$ cat src/rtl/refi_addr_gen.sv
// ---------------------------------------------------------------------------
// refi_addr_gen
//   Register-file port address generator for one DRRA cell. The sequencer
//   hands over one decoded REFI1+REFI2 config via valid/ready. The block then
//   emits one register-file address per active cycle. The pattern is built
//   from the start address, address count, step, initial delay, middle delay,
//   repetition count and repetition step. A done pulse marks the final
//   address.
//
// Ports
//   i_clk, i_rst          clock (rising edge), synchronous active-high reset
//   i_cfg_valid           decoded config present
//   o_cfg_ready           block idle; config accepted on valid & ready
//   i_cfg_start           starting address
//   i_cfg_naddr           addresses per repetition minus 1
//   i_cfg_init_dly        idle cycles before the first address
//   i_cfg_step            step magnitude
//   i_cfg_step_neg        1 = subtract step
//   i_cfg_mid_dly         idle cycles between consecutive addresses
//   i_cfg_nrept           extra repetitions (0 = single pass)
//   i_cfg_rep_step        unsigned offset added to the repetition base
//   i_stall               freeze all state, suppress addr_en/done
//   o_addr_en             address valid this cycle
//   o_addr                register-file address (holds when not valid)
//   o_busy                generator active
//   o_done                one-cycle pulse with the final address
// ---------------------------------------------------------------------------
module refi_addr_gen #(
    parameter int ADDR_W  = 6,
    parameter int NADDR_W = 6,
    parameter int DLY_W   = 6,
    parameter int STEP_W  = 6,
    parameter int REPT_W  = 6,
    parameter int RSTEP_W = 4
) (
    input  logic               i_clk,
    input  logic               i_rst,
    input  logic               i_cfg_valid,
    output logic               o_cfg_ready,
    input  logic [ADDR_W-1:0]  i_cfg_start,
    input  logic [NADDR_W-1:0] i_cfg_naddr,
    input  logic [DLY_W-1:0]   i_cfg_init_dly,
    input  logic [STEP_W-1:0]  i_cfg_step,
    input  logic               i_cfg_step_neg,
    input  logic [DLY_W-1:0]   i_cfg_mid_dly,
    input  logic [REPT_W-1:0]  i_cfg_nrept,
    input  logic [RSTEP_W-1:0] i_cfg_rep_step,
    input  logic               i_stall,
    output logic               o_addr_en,
    output logic [ADDR_W-1:0]  o_addr,
    output logic               o_busy,
    output logic               o_done
);

    typedef enum logic [1:0] {
        ST_IDLE     = 2'd0,
        ST_INIT_DLY = 2'd1,
        ST_EMIT     = 2'd2,
        ST_MID_DLY  = 2'd3
    } state_t;

    state_t r_state;
    state_t w_state_nxt;

    // Captured configuration
    logic [NADDR_W-1:0] r_naddr;
    logic [STEP_W-1:0]  r_step;
    logic               r_step_neg;
    logic [DLY_W-1:0]   r_mid_dly;
    logic [REPT_W-1:0]  r_nrept;
    logic [RSTEP_W-1:0] r_rep_step;

    // Walk state: r_pend is the next address to emit, r_addr is what the
    // port shows (only updated when entering an emit cycle, so it holds the
    // last emitted value through delays and idle).
    logic [NADDR_W-1:0] r_k;
    logic [REPT_W-1:0]  r_rept;
    logic [DLY_W-1:0]   r_dly;
    logic [ADDR_W-1:0]  r_base;
    logic [ADDR_W-1:0]  r_pend;
    logic [ADDR_W-1:0]  r_addr;

    logic [NADDR_W-1:0] w_k_nxt;
    logic [REPT_W-1:0]  w_rept_nxt;
    logic [DLY_W-1:0]   w_dly_nxt;
    logic [ADDR_W-1:0]  w_base_nxt;
    logic [ADDR_W-1:0]  w_pend_nxt;
    logic [ADDR_W-1:0]  w_addr_nxt;
    logic [ADDR_W-1:0]  w_next_a;
    logic [ADDR_W-1:0]  w_step_addr;
    logic [ADDR_W-1:0]  w_rebase;
    logic               w_accept;
    logic               w_last_k;
    logic               w_last_r;
    logic               w_emit;

    // Next-state and datapath next values
    always_comb begin
        w_state_nxt = r_state;
        w_k_nxt     = r_k;
        w_rept_nxt  = r_rept;
        w_dly_nxt   = r_dly;
        w_base_nxt  = r_base;
        w_pend_nxt  = r_pend;
        w_addr_nxt  = r_addr;
        w_next_a    = r_pend;

        w_accept    = (r_state == ST_IDLE) && i_cfg_valid;
        w_last_k    = (r_k == r_naddr);
        w_last_r    = (r_rept == r_nrept);
        w_emit      = (r_state == ST_EMIT) && !i_stall;
        // Address math wraps modulo 2**ADDR_W in both directions
        w_step_addr = r_step_neg ? (r_pend - ADDR_W'(r_step)) : (r_pend + ADDR_W'(r_step));
        w_rebase    = r_base + ADDR_W'(r_rep_step);

        case (r_state)
            ST_IDLE: begin
                if (w_accept) begin
                    w_k_nxt    = '0;
                    w_rept_nxt = '0;
                    w_base_nxt = i_cfg_start;
                    w_pend_nxt = i_cfg_start;
                    if (i_cfg_init_dly != '0) begin
                        w_state_nxt = ST_INIT_DLY;
                        w_dly_nxt   = i_cfg_init_dly - DLY_W'(1);
                    end else begin
                        w_state_nxt = ST_EMIT;
                        w_addr_nxt  = i_cfg_start;
                    end
                end else begin
                    w_state_nxt = ST_IDLE;
                end
            end
            ST_INIT_DLY, ST_MID_DLY: begin
                if (i_stall) begin
                    w_state_nxt = r_state;
                end else if (r_dly == '0) begin
                    w_state_nxt = ST_EMIT;
                    w_addr_nxt  = r_pend;
                end else begin
                    w_dly_nxt = r_dly - DLY_W'(1);
                end
            end
            ST_EMIT: begin
                if (i_stall) begin
                    w_state_nxt = ST_EMIT;
                end else if (w_last_k && w_last_r) begin
                    w_state_nxt = ST_IDLE;
                end else begin
                    // Advance within the repetition or start the next one
                    if (w_last_k) begin
                        w_k_nxt    = '0;
                        w_rept_nxt = r_rept + REPT_W'(1);
                        w_base_nxt = w_rebase;
                        w_next_a   = w_rebase;
                    end else begin
                        w_k_nxt  = r_k + NADDR_W'(1);
                        w_next_a = w_step_addr;
                    end
                    w_pend_nxt = w_next_a;
                    if (r_mid_dly != '0) begin
                        w_state_nxt = ST_MID_DLY;
                        w_dly_nxt   = r_mid_dly - DLY_W'(1);
                    end else begin
                        w_state_nxt = ST_EMIT;
                        w_addr_nxt  = w_next_a;
                    end
                end
            end
            default: begin
                w_state_nxt = ST_IDLE;
            end
        endcase
    end

    // FSM state register
    always_ff @(posedge i_clk) begin
        if (i_rst) begin
            r_state <= ST_IDLE;
        end else begin
            r_state <= w_state_nxt;
        end
    end

    // Configuration capture and address walk registers
    always_ff @(posedge i_clk) begin
        if (i_rst) begin
            r_naddr    <= '0;
            r_step     <= '0;
            r_step_neg <= 1'b0;
            r_mid_dly  <= '0;
            r_nrept    <= '0;
            r_rep_step <= '0;
            r_k        <= '0;
            r_rept     <= '0;
            r_dly      <= '0;
            r_base     <= '0;
            r_pend     <= '0;
            r_addr     <= '0;
        end else begin
            if (w_accept) begin
                r_naddr    <= i_cfg_naddr;
                r_step     <= i_cfg_step;
                r_step_neg <= i_cfg_step_neg;
                r_mid_dly  <= i_cfg_mid_dly;
                r_nrept    <= i_cfg_nrept;
                r_rep_step <= i_cfg_rep_step;
            end
            r_k    <= w_k_nxt;
            r_rept <= w_rept_nxt;
            r_dly  <= w_dly_nxt;
            r_base <= w_base_nxt;
            r_pend <= w_pend_nxt;
            r_addr <= w_addr_nxt;
        end
    end

    // Stall must silence the port in the same cycle, so enable and done are
    // gated directly from the state register.
    assign o_addr_en   = w_emit;
    assign o_done      = w_emit && w_last_k && w_last_r;
    assign o_addr      = r_addr;
    assign o_busy      = (r_state != ST_IDLE);
    assign o_cfg_ready = (r_state == ST_IDLE);

endmodule
$ cat config.mk
export PLATFORM = sky130hd
export DESIGN_NAME = refi_addr_gen
export DESIGN_NICKNAME = d
export VERILOG_FILES = /design/src/rtl/refi_addr_gen.sv
export SDC_FILE = /design/constraint.sdc
export NUM_CORES = 1
export LEC_CHECK = 0
export ABC_AREA = 1
export CAP_MARGIN = 20
export CORE_ASPECT_RATIO = 0.75
export CORE_MARGIN = 2
export CORE_UTILIZATION = 43
export DETAILED_ROUTE_END_ITERATION = 10
export PLACE_DENSITY = 0.7
export SYNTH_ARGS = -nofsm -noshare
export SYNTH_HDL_FRONTEND = slang
export SYNTH_SLANG_ARGS = --single-unit
$ cat constraint.sdc
create_clock -name i_clk -period 6.2 [get_ports i_clk]
set_input_delay 1.24 -clock i_clk [delete_from_list [all_inputs] [get_ports i_clk]]
set_output_delay 1.24 -clock i_clk [all_outputs]
set_load 0.02 [all_outputs]
==> run metrics <==
crit path cell chain clkdlybuf4s50_1, nor4b_1, clkdlybuf4s50_1; layout cells sized above 1 0.0735; Layout Nets 736; antenna violations before repair 0; clock skew 0.00784 ns; Crit Path Category primary input to output pin; PortBufs 54; WL final 10200 microns; clk root buf clkbuf_16; Avg Cell Area, Syn 6.56 sq um; post-DR wirelength/cell 12.7 microns; via count 4036; Crit Path Max Fanout 7; Synth top cells by count nand2_1 (168), nor2_1 (93), inv_1 (69), dfxtp_1 (67), o21ai_0 (46); die width 117 microns; RePlAce Congestion 0.946; Min-Delay Path Class register to register; highest-delay cell along the critical path clkdlybuf4s50_1; vias per cell 5.00; maximum buffer depth of the clock tree 2; pin count of the biggest net entering global routing 55; Clock Pin Slew Worst Setup and Hold Paths 0.05 ns; placed cells 793; HPWL after DPL 7360 microns; DRC Markers 0; gate count of the mapped netlist 631; Tcrit/Tclk final 0.649; antenna viol nets, final 0; EDFF count, synth 0; synthesized flop and latch total 67; Core ar. 9200 sq um; # setup viols final 0; Post-synth ARST share 0; num ports 55; power density cells 352 nW/um^2; RSZ-0062 raised after global routing no; area grow syn2layout 20.9%; area share of the largest cell type after synthesis 0.324; clock buffer count from CTS 9; Pre-Repair DR Iteration Count 5; grt ovf 0; vias in the first global route 3776; Max Clk Rate 249 MHz; fin crit period 4.02 ns; Yosys warning total 0; crit path launch type primary input; Worst Path Arrival 2.78 ns; most frequent cell after synthesis nand2_1; first-pass GRT wire length 17500 microns; starting DRC count in detailed routing 259; # H-tree levels 3; Critical Path RT 4.96 ns; leakage power 2.26 nW; tightest hold margin 0.469 ns; worst-margin pin slew 0.822 ns; Most common cell on crit path clkdlybuf4s50_1; gr usage total 0.215; row count 30; max-cap viol count 0; Final Max Tran Viols 0; Crit path max-delay family buffers and inverters; WP buf/inv 2; hold_buf cts 0; die area 10400 sq um; post-synth cell types 38; Die Ht 88.9 microns; setup TNS 0 ns; endpoints failing hold 0; Post-synth top flop dfxtp_1; nets in the synthesized netlist 691; status finished clean; Max IR drop VDD 0.130 mV; Worst setup EP type output pin; sequential area share after synthesis 0.324; top post-synthesis cells by area dfxtp_1 (32%), nand2_1 (15%), nor2_1 (8.4%), inv_1 (6.3%), o21ai_0 (5.6%); max incr delay on CP 0.65 ns; Pwr Total 1.76 mW; Max-slew headroom 0.450; clock latency on the worst-skew pair 0.34 ns; post-synth top area cell dfxtp_1; setup bufs post-CTS 0; clk sinks 67; TritonCTS clock tree built; non-filler cells, final 808; n_diodes 0; Initial Util 0.450; Syn Std Cell Area 4140 sq um; Resized Gates After CTS 0
-- cell usage in the layout, fill, tap and decap left out, types with 5 or more instances in the layout --
cell             instances
nand2_1                168
nand2_2                  5
clkbuf_16                9
clkdlybuf4s50_1         54
a21oi_1                 30
nand4_1                  8
xnor2_1                  9
o21ai_0                 46
ha_1                    13
nor2_1                  93
a21oi_2                  9
a22oi_1                  7
dfxtp_1                 67
inv_1                   69
nand3_1                 40
or2_2                    5
xor2_1                   6
-- metal layers --
layer | global-route usage | up-vias | part of all wire
met4 | 0.0652 | 0 | 0.014
met3 | 0.0488 | 14 | 0.061
met5 | 0 | - | 0
met2 | 0.330 | 112 | 0.42
li1 | - | 2095 | -
met1 | 0.302 | 1815 | 0.50
-- kinds of logic after synthesis --
logic type,after synthesis,synth area share
and+or+nand+nor,341,0.364
AOI/OAI and AO/OA,98,0.134
buffers and inverters,95,0.0974
DFF,67,0.324
xor gates and xnor gates,15,0.0318
adders and majority gates,15,0.0490
-- report_power, final --
group / internal (mW) / switching (mW) / total [mW] / leakage, nW
sequential: 0.507 / 0.0598 / 0.567 / 0.552
combinational: 0.260 / 0.439 / 0.699 / 1.58
clock: 0.308 / 0.185 / 0.493 / 0.136
total: 1.08 / 0.684 / 1.76 / 2.26
-- final cells by class --
type | count | area (sq um)
flip-flops and latches | 67 | 1340
well taps | 128 | 160
multi-input cells | 469 | 2390
inverters | 73 | 274
clock buffers | 12 | 236
repair buffers | 56 | 556
clock inverters | 3 | 40.0
fillers | 912 | 4200
-- stage by stage --
stage	area [sq um]	worst slack [ns]	util
after floorplan	4140	2.96	-
after global placement	4720	2.20	0.514
after detailed placement	4720	2.18	0.514
after CTS	5000	2.17	0.544
after global routing	5000	2.06	0.544
final	5000	2.18	0.544
-- worst paths after layout --
check        slack (ns)  startpoint         end  cells after the start
max                2.18     i_stall      o_done                      3
min                0.47  r_naddr[5]  r_naddr[5]                      2
max reg2reg        3.47  r_state[0]   r_rept[0]                      7
min reg2reg        0.47  r_naddr[5]  r_naddr[5]                      2
-- worst min-delay path, cell delays in order, from the launching register on --
cell and delay [ns]:
dfxtp_1 0.30, inv_1 0.06, a21oi_1 0.05
Power figures use the tool's default switching activity.
